--- config.mk ---
export PLATFORM = sky130hd
export DESIGN_NAME = roulette_spin
export DESIGN_NICKNAME = d
export VERILOG_FILES = /design/src/rtl/roulette_spin.sv
export SDC_FILE = /design/constraint.sdc
export NUM_CORES = 1
export LEC_CHECK = 0
export ABC_AREA = 1
export BUFFER_PORTS_ARGS = -buffer_cell sky130_fd_sc_hd__buf_4
export CORE_UTILIZATION = 27
export DETAILED_ROUTE_END_ITERATION = 6
export SYNTH_ARGS = -nofsm -noshare
export SYNTH_HDL_FRONTEND = slang
export SYNTH_SLANG_ARGS = --single-unit
--- constraint.sdc ---
create_clock -name clk -period 2.3 [get_ports clk]
set_input_delay 0.46 -clock clk [delete_from_list [all_inputs] [get_ports clk]]
set_output_delay 0.46 -clock clk [all_outputs]
set_load 0.03 [all_outputs]
--- src/rtl/roulette_spin.sv ---
// roulette_spin: one-hot "roulette" ring that rotates at a rate set by a
// free-running prescaler. A step is taken whenever a selected prescaler bit
// (the tap) falls, so ring advances are 2^(tap+1) cycles apart.
//
// Optional feature, selected by the macro ROULETTE_DECEL_EN:
//   defined   - stop enters a deceleration phase. The ring is slowed by 2x
//               after every DECEL_STEPS advances, over four levels, and then
//               the block returns to idle.
//   undefined - stop returns to idle immediately.
//
// Parameters:
//   RING_W      number of ring positions (2..32)
//   CNT_W       prescaler counter width
//   TAP_BASE    prescaler tap bit for sel=0 (6..CNT_W-4)
//   DECEL_STEPS ring advances per deceleration level (1..255)
//
// Ports:
//   clk    in   single clock, rising edge
//   nrst   in   asynchronous active-low reset
//   start  in   begin spinning (ignored while busy)
//   stop   in   end spinning (ignored while idle)
//   sel    in   speed select; 0 is slowest, 3 is fastest (latched on start)
//   dir    in   0 rotates up, 1 rotates down (latched on start)
//   ring   out  one-hot current position
//   pos    out  binary index of the set ring bit
//   busy   out  high whenever the FSM is not idle
//   done   out  one-cycle pulse on return to idle after a stop
//
// state | meaning
// ------+--------------------------------------------------------------
// IDLE  | ring frozen, prescaler held at 0, waiting for start
// SPIN  | ring advancing at the latched speed
// DECEL | slowing down level by level after stop (ROULETTE_DECEL_EN only)

module roulette_spin #(
   parameter int RING_W      = 6,
   parameter int CNT_W       = 32,
   parameter int TAP_BASE    = 25,
   parameter int DECEL_STEPS = 4
) (
   input  logic                      clk,
   input  logic                      nrst,
   input  logic                      start,
   input  logic                      stop,
   input  logic [1:0]                sel,
   input  logic                      dir,
   output logic [RING_W-1:0]         ring,
   output logic [$clog2(RING_W)-1:0] pos,
   output logic                      busy,
   output logic                      done
);

   localparam int POS_W = $clog2(RING_W);
   // Index width matched to the prescaler so any tap can address it directly.
   localparam int TAP_W = $clog2(CNT_W);

   if (RING_W < 2 || RING_W > 32) begin : g_bad_ring_w
      $error("roulette_spin: RING_W out of range");
   end
   if (TAP_BASE < 6 || TAP_BASE > CNT_W - 4) begin : g_bad_tap_base
      $error("roulette_spin: TAP_BASE out of range");
   end
   if (DECEL_STEPS < 1 || DECEL_STEPS > 255) begin : g_bad_decel_steps
      $error("roulette_spin: DECEL_STEPS out of range");
   end

`ifdef ROULETTE_DECEL_EN
   typedef enum logic [1:0] {IDLE = 2'd0, SPIN = 2'd1, DECEL = 2'd2} state_t;
   localparam logic [7:0] DS_LAST = 8'(DECEL_STEPS - 1);
   logic [1:0] lvl, lvl_nxt;
   logic [7:0] scnt, scnt_nxt;
`else
   typedef enum logic [1:0] {IDLE = 2'd0, SPIN = 2'd1} state_t;
`endif

   state_t             state, state_nxt;
   logic [CNT_W-1:0]   cnt, cnt_nxt;
   logic [1:0]         sel_q, sel_nxt;
   logic               dir_q, dir_nxt;
   logic               prev_tap, prev_nxt;
   logic [RING_W-1:0]  ring_nxt;
   logic               done_nxt;
   logic [TAP_W-1:0]   tap, tap_nxt;
   logic               step;

   function automatic logic [TAP_W-1:0] tap_of(input logic [1:0] s, input logic [1:0] l);
      return TAP_W'(TAP_BASE) - TAP_W'({s, 1'b0}) + TAP_W'(l);
   endfunction

`ifdef ROULETTE_DECEL_EN
   assign tap = tap_of(sel_q, lvl);
`else
   assign tap = tap_of(sel_q, 2'b00);
`endif

   assign busy = (state != IDLE);
   // Falling edge of the tap bit.
   assign step = busy & prev_tap & ~cnt[tap];

   always_comb begin
      pos = '0;
      for (int i = 0; i < RING_W; i++) begin
         if (ring[i]) pos = pos | POS_W'(i);
      end
   end

   always_comb begin
      state_nxt = state;
      sel_nxt   = sel_q;
      dir_nxt   = dir_q;
      done_nxt  = 1'b0;
      ring_nxt  = ring;
`ifdef ROULETTE_DECEL_EN
      lvl_nxt   = lvl;
      scnt_nxt  = scnt;
`endif

      if (step) begin
         if (dir_q) ring_nxt = {ring[0], ring[RING_W-1:1]};
         else       ring_nxt = {ring[RING_W-2:0], ring[RING_W-1]};
      end

      case (state)
         IDLE: begin
            if (start) begin
               state_nxt = SPIN;
               sel_nxt   = sel;
               dir_nxt   = dir;
            end
         end
         SPIN: begin
            if (stop) begin
`ifdef ROULETTE_DECEL_EN
               state_nxt = DECEL;
               lvl_nxt   = 2'd0;
               scnt_nxt  = 8'd0;
`else
               state_nxt = IDLE;
               done_nxt  = 1'b1;
`endif
            end
         end
`ifdef ROULETTE_DECEL_EN
         DECEL: begin
            if (step) begin
               if (scnt == DS_LAST) begin
                  scnt_nxt = 8'd0;
                  if (lvl == 2'd3) begin
                     state_nxt = IDLE;
                     done_nxt  = 1'b1;
                     lvl_nxt   = 2'd0;
                  end else begin
                     lvl_nxt = lvl + 2'd1;
                  end
               end else begin
                  scnt_nxt = scnt + 8'd1;
               end
            end
         end
`endif
         default: state_nxt = IDLE;
      endcase

      if (state == IDLE || state_nxt == IDLE) cnt_nxt = '0;
      else                                    cnt_nxt = cnt + CNT_W'(1);

`ifdef ROULETTE_DECEL_EN
      tap_nxt = tap_of(sel_nxt, lvl_nxt);
`else
      tap_nxt = tap_of(sel_nxt, 2'b00);
`endif
      // When the tap moves, seed the history with the new bit so the switch
      // itself never looks like a falling edge.
      if (tap_nxt != tap) prev_nxt = cnt_nxt[tap_nxt];
      else                prev_nxt = cnt[tap];
   end

   always_ff @(posedge clk or negedge nrst) begin
      if (!nrst) begin
         state    <= IDLE;
         cnt      <= '0;
         sel_q    <= 2'd0;
         dir_q    <= 1'b0;
         prev_tap <= 1'b0;
         ring     <= RING_W'(1);
         done     <= 1'b0;
`ifdef ROULETTE_DECEL_EN
         lvl      <= 2'd0;
         scnt     <= 8'd0;
`endif
      end else begin
         state    <= state_nxt;
         cnt      <= cnt_nxt;
         sel_q    <= sel_nxt;
         dir_q    <= dir_nxt;
         prev_tap <= prev_nxt;
         ring     <= ring_nxt;
         done     <= done_nxt;
`ifdef ROULETTE_DECEL_EN
         lvl      <= lvl_nxt;
         scnt     <= scnt_nxt;
`endif
      end
   end

endmodule

* Word level (Yosys, flattened, before mapping)
Cells that the tools add are included.
** Word-level totals
- Register bits :: 45
- Word-level logic and storage cells :: 41
- Input port bits :: 7
** Operators by class
- Magnitude comparators :: 2
- $add $sub $neg :: 3
- Mux-type cells :: 19
- Reduce and logical (&&, ||, !) cells :: 5
- Eq/ne operators :: 2
- Bitwise operators :: 3
** Operators by type and width (number)
- $add 32x1->32 const B :: 1
- $mux 32 :: 1
- $lt 5x6->1 const B :: 2
- $mux 2 :: 6
- $bmux 1 s5 :: 2
- $sub 4x4->5 const A :: 2
- $mux 1 :: 6
- $mux 3 :: 2
- $mux 6 :: 1
- $ne 5x5->1 :: 1
- $logic_not 2->1 :: 2
- $pmux 2 s2 :: 1
- $and 1x1->1 :: 2
- $eq 2x1->1 const B :: 1
- $reduce_and 2->1 :: 1
- $reduce_bool 2->1 :: 1
- $logic_or 1x1->1 :: 1
- $not 1->1 :: 1

* Logic depth before layout (Yosys ltp)
Gate-level depths: netlist (run 1).
- Depth in word-level cells :: 8
- Depth in mapped cells :: 12
- Depth with buffers taken out :: 12

* Worst setup path after synthesis (run 1)
No wires, ideal clock.
- Path type :: register -> register
- Start :: register state[0]
- End :: register prev_tap
- Arrival :: 1.963 ns
- Path slack :: 0.272 ns
- Data required time :: 2.235 ns
- Cell stages (with the launch flop) :: 10
- Setup time :: 0.065 ns
- Cell sequence :: dfrtp_1 -> nor2_1 -> nand2_1 -> a21oi_2 -> inv_2 -> ha_1 -> xnor2_1 -> o2111ai_1 -> or2_2 -> nand2_1
** On the way
- Elaborated cells on any way between the ends :: 14
- Those cells by class :: 1 x add/sub; 2 x eq/ne; 8 x mux; 3 x reduce/logical
** RTL lines
- start, declared :: RTL line 76 : state_t state, state_nxt;
- start signal, assigned :: RTL line 192 : state <= state_nxt;
- $logic_not 2->1 * :: RTL line 123 : case (state)
- $mux 2 * :: RTL line 123
- via sel_nxt[0] :: RTL line 78 : logic [1:0] sel_q, sel_nxt;
- $sub 4x4->5 * :: RTL line 87 : return TAP_W'(TAP_BASE) - TAP_W'({s, 1'b0}) + TAP_W'(l);
- $bmux 1 s5 :: RTL line 174 : if (tap_nxt != tap) prev_nxt = cnt_nxt[tap_nxt];
- $mux 1 (implied by the code) :: RTL line 174
- $mux 1 * :: RTL line 174
- via prev_nxt :: RTL line 80 : logic prev_tap, prev_nxt;
- end signal, assigned :: RTL line 196 : prev_tap <= prev_nxt;
- end, declared :: RTL line 80
Mark *: on every way through the listed nets, which the timed path passes. The rest lies on a longest branch. The select of a mux whose other input is x is not followed.
A chain may end at the register's enable or synchronous reset.

* Worst setup path in the final report (run 1)
Ends and elaborated chain as after synthesis.

==> flow_summary.ini, run 1 <==
[placed_design]
placed_cells = 458
gp_congestion = 0.812
hpwl_um = 4030
port_buffers = 17

[route]
via_count = 2138
drcViolationCount = 0
ant_nets = 0
drtIter0Drc = 101
viasPerCell = 4.59
routedWlPerCell_um = 11.5
firstDrtPassIters = 4
routed_wirelength_um = 5340

[job]
drv_cap = 0

[logic_synthesis]
yosys-top-cells-area = dfrtp_1 44%, nand2_1 11%, inv_1 7.8%
ys_seq_area_share_pct = 45.1
synth_cell_types = 33
syn_inst = 334
synth_commonest_cells = 74 x nand2_1, 52 x inv_1, 44 x dfrtp_1
synthesis.nets = 344
synth_edf_count = 0
ys_ff_latch = 45
synth_ff_type = dfrtp_1
yosys.area.top_type = dfrtp_1
yosysMostFrequentCell = nand2_1
avgSynthCellArea_um2 = 7.48
synth.top_cell.area_share_pct = 44.1
async_flop_share_pct = 100
syn_area_um2 = 2500
synth_warnings = 0

[global_route]
antenna_found_initial = 0
met3_usage_pct = 1.29
grt_overflow_total = 0
grt_pass1_wl_um = 9180
grt_pass1_vias = 2018
grt_max_degree = 46
grtUsageMet2_pct = 21.0
top_usage_layer = met2
grt_util_met1_pct = 14.4
grtUsageTotal_pct = 11.6

[cts]
cts_tree = done
insertion_delay_ns = 0.29
cts_buffers = 5
ctsHtreeMaxLevel = 2
cts_sinks = 45
root_buffer = clkbuf_8
ctsHoldBuffers = 0
clkTransAtPathRegs_ns = 0.08
postCtsSetupBuffers = 0
clock_path_buffers = 2

[outcome]
outcome = complete, no violations

[floorplan]
die_x_um = 98.2
rows = 34
die_area_um2 = 9640
initial_core_util_pct = 28.2
core-area_um2 = 8850
ios = 18
die_h_um = 98.2

[final_layout]
seq_area_um2 = 1130
drive_above_1_share_pct = 12.8
area_growth_pct = 14.2
fillers = 958
fin_util_pct = 32.2
multiInputGateArea_um2 = 1150
diodes = 0
nets = 367
layoutNonFillerInstCount = 466

[setup_path]
crit_fanout = 6
crit_path_start_kind = register
reg2reg_from = state[0]$_DFF_PN0_
worstSetupPathType = register to register
arrival_ns = 2.29
endpoint_kind = register
required_ns = 2.54
crit_start = state[0]$_DFF_PN0_

[timing]
timing.slew.headroom_pct = 61.7
tightest_slew_ns = 0.574
fin_crit_ns = 2.06
hold_viol = 0
rsz0062_at_grt = false
skew_ns = 0.00813
tns_ns = 0
period_share_pct = 89.5
setup_viol = 0
max_freq_mhz = 486
slew_violations = 0
whs_ns = 0.153

[power_and_ir_drop]
power.density_nw_per_um2 = 695
p_leak_nw = 1.31
ir_drop_mv = 0.259

[worst_hold_path]
hold_class = primary input to asynchronous set/reset pin
cells by family after synthesis:
family / count (synthesis) / share of synthesized area, %
AND/OR/NAND/NOR: 169 / 30.5
buffers and inverters: 58 / 8.91
AO/OA/AOI/OAI: 52 / 11.6
flip-flops: 45 / 45.1
XOR/XNOR: 5 / 1.75
adder cells (fa/ha/maj): 3 / 1.50
other: 1 / 0.150
multiplexers: 1 / 0.451
critical path: stages, from the launching register on:
cell and delay (ns):
dfrtp_1 0.38, nor2_1 0.20, nand2_2 0.14, a21oi_2 0.19, inv_2 0.08, ha_1 0.35
xnor2_1 0.17, o2111ai_1 0.13, or2_2 0.29, nand2_1 0.07
worst paths after layout:
path	end	slack, ns	cells past startpoint
hold reg to reg	cnt[6]$_DFF_PN0_	0.47	1
min in group clk	done$_DFF_PN0_	0.39	3
setup / recovery	prev_tap$_DFF_PN0_	0.24	9
setup reg to reg	prev_tap$_DFF_PN0_	0.24	9
max in group asynchronous	sel_q[0]$_DFF_PN0_	1.71	1
hold / removal	cnt[3]$_DFF_PN0_	0.15	1
state kept, by name, indices dropped and copies added (netlist names):
register,flops
sel_q,2
ring,6
done,1
cnt,32
dir_q,1
state,2
prev_tap,1
routing by layer:
layer | wire, um | up-vias
li1 | - | 1106
met1 | 2610 | 1005
met2 | 2560 | 22
met4 | 76 | 0
met5 | 0 | -
met3 | 92 | 5
cells in the final DEF (no fill, tap or decap), drive strengths merged:
master,netlist,final
o2111ai,1,1
or2,1,1
dfrtp,44,44
mux2,1,1
inv,53,53
a21oi,19,19
nor2,48,48
nor3,7,7
dfstp,1,1
o21ai,24,24
clkinv,0,1
nand4,4,4
nand3,30,30
o211ai,6,6
nand2,77,77
clkbuf,3,7
xor2,2,2
o21bai,1,1
a31oi,1,1
ha,3,3
conb,1,1
buf,2,21
xnor2,3,3
nor3b,2,2
metrics by stage:
stage          instance area, um2  power (mW)  setup WS [ns]
2_1_floorplan                2500        1.32          0.272
3_3_place_gp                 2770        1.53          0.200
3_5_place_dp                 2770        1.53          0.136
4_1_cts                      2850        2.01          0.175
5_1_grt                      2850        2.10         0.0316
6_report                     2850        1.98          0.240
where the power goes:
| group | internal [mW] | leakage, nW | switching [mW] |
|---|---|---|---|
| combinational | 0.218 | 0.662 | 0.377 |
| sequential | 0.861 | 0.605 | 0.0594 |
| clock | 0.214 | 0.0422 | 0.255 |
area by class of cell:
type | count | area share, %
Clock buffer | 7 | 2.68
Clock inverter | 1 | 0.175
Inverter | 53 | 6.97
Multi-Input combinational cell | 231 | 40.4
Sequential cell | 45 | 39.6
Tap cell | 108 | 4.74
Timing Repair Buffer | 21 | 5.53
what timing repair did:
action,in CTS,in global routing
hold endpoints to repair,0,0
gates resized for setup,0,3
setup endpoints to repair,0,7
Power figures use the tool's default switching activity.
==> inputs of run 2 (changes only) <==
clock period = 2.7 ns   (was 2.3 ns; I/O delays follow)
==> flow_summary.ini, run 2 (synthesis results as in run 1) <==
[final_layout]
drive_above_1_share_pct = 11.8
fillers = 970
reg_top3 = cnt: 32 flops, ring: 6 flops
layout_common_cells = 74 x nand2_1, 52 x inv_1, 44 x dfrtp_1, 43 x nor2_1, 29 x nand3_1
final_common_cell = nand2_1
area_growth_pct = 13.8
nets = 365
diodes = 0
regMostFlops = cnt
seq_area_um2 = 1130
largest_reg_flops = 32
multiInputGateArea_um2 = 1150

[setup_path]
arrival_ns = 2.52
reg2reg_from = state[0]$_DFF_PN0_
crit_fanout = 6
rr_endpoint = prev_tap$_DFF_PN0_
required_ns = 2.93
ff2ff_path_depth = 9
worstSetupPathType = register to register
endpoint_kind = register
rrSetupSlack_ns = 0.41
crit_path_start_kind = register

[cts]
ctsHoldBuffers = 0
clock_path_buffers = 2
post_cts_resized = 0
cts_sinks = 45
ctsHtreeMaxLevel = 2
postCtsSetupBuffers = 0
cts_tree = done
cts_buffers = 5
root_buffer = clkbuf_8
insertion_delay_ns = 0.29
clkTransAtPathRegs_ns = 0.08

[floorplan]
die_x_um = 98.2
core-area_um2 = 8850
die_h_um = 98.2
die_area_um2 = 9640
ios = 18
rows = 34
initial_core_util_pct = 28.2

[global_route]
grt_overflow_total = 0
grtUsageMet2_pct = 22.0
grt_max_degree = 46
top_usage_layer = met2
met3_usage_pct = 1.29
grt_pass1_wl_um = 9760
grtUsageTotal_pct = 12.3
grt_util_met1_pct = 15.3
grt_pass1_vias = 2151
antenna_found_initial = 0

[timing]
max_freq_mhz = 437
timing.slew.headroom_pct = 61.2
setup_viol = 0
fin_crit_ns = 2.29
tns_ns = 0
slew_violations = 0
rsz0062_at_grt = false
skew_ns = 0.00741
hold_viol = 0
period_share_pct = 84.8
tightest_slew_ns = 0.583

[route]
routedWlPerCell_um = 11.7
drtIter0Drc = 105
ant_nets = 0
routed_wirelength_um = 5440
via_count = 2144
viasPerCell = 4.62
drcViolationCount = 0
firstDrtPassIters = 4

[worst_hold_path]
hold_class = primary input to asynchronous set/reset pin

[outcome]
outcome = complete, no violations

[placed_design]
gp_congestion = 0.848
hpwl_um = 4130
port_buffers = 17

[power_and_ir_drop]
ir_drop_mv = 0.230
p_leak_nw = 1.30
total_power_mw = 1.72
power.density_nw_per_um2 = 604

[job]
drv_cap = 0
run 2: worst max-delay path by stage:
stage               slack (ns)                  to          startpoint  cells after the start
finish                    0.41  prev_tap$_DFF_PN0_  state[0]$_DFF_PN0_                      9
global route              0.23  prev_tap$_DFF_PN0_  state[1]$_DFF_PN0_                      9
CTS                       0.41  prev_tap$_DFF_PN0_  state[0]$_DFF_PN0_                      9
detailed placement        0.31  prev_tap$_DFF_PN0_               start                     10
global placement          0.41  prev_tap$_DFF_PN0_               start                     10
floorplan                 0.62  prev_tap$_DFF_PN0_               start                      9
run 2: per-layer routing:
layer | vias to the layer above | routed length [um] | share of wire [%]
li1 | 1108 | - | -
met5 | - | 0 | 0
met1 | 1012 | 2580 | 47
met4 | 0 | 84 | 1.5
met3 | 8 | 84 | 1.5
met2 | 16 | 2690 | 49
run 2: power by group:
group | switching, mW | internal (mW) | total, mW | leakage [nW]
Combinational | 0.323 | 0.182 | 0.505 | 0.652
Sequential | 0.0496 | 0.733 | 0.782 | 0.606
Clock | 0.219 | 0.209 | 0.428 | 0.0455
Total | 0.592 | 1.12 | 1.72 | 1.30
run 2: metrics by stage:
| step | hold WS, ns | instance area, um2 | std cells | setup slack (ns) | utilization, % |
|---|---|---|---|---|---|
| CTS | 0.261 | 2840 | 464 | 0.412 | 32.1 |
| floorplan | 0.244 | 2500 | 334 | 0.621 | - |
| detailed placement | 0.463 | 2750 | 456 | 0.305 | 31.1 |
| global placement | 0.450 | 2750 | 456 | 0.407 | 31.1 |
| global route | 0.282 | 2840 | 464 | 0.235 | 32.1 |
| finish | 0.242 | 2840 | 464 | 0.411 | 32.1 |
run 2: worst max-delay path: stages (launching register included):
cell and delay, ns:
dfrtp_1 0.38, nor2_1 0.17, nand2_1 0.18, a21oi_2 0.31, inv_2 0.11, ha_1 0.37, xnor2_1 0.20, o2111ai_1 0.15
or2_2 0.30, nand2_1 0.06
run 2: final cells by class:
class	count	area share [%]
Timing Repair Buffer	19	5.02
Clock buffer	8	3.17
Tap cell	108	4.75
Sequential cell	45	39.7
Multi-Input combinational cell	231	40.4
Inverter	53	7.00
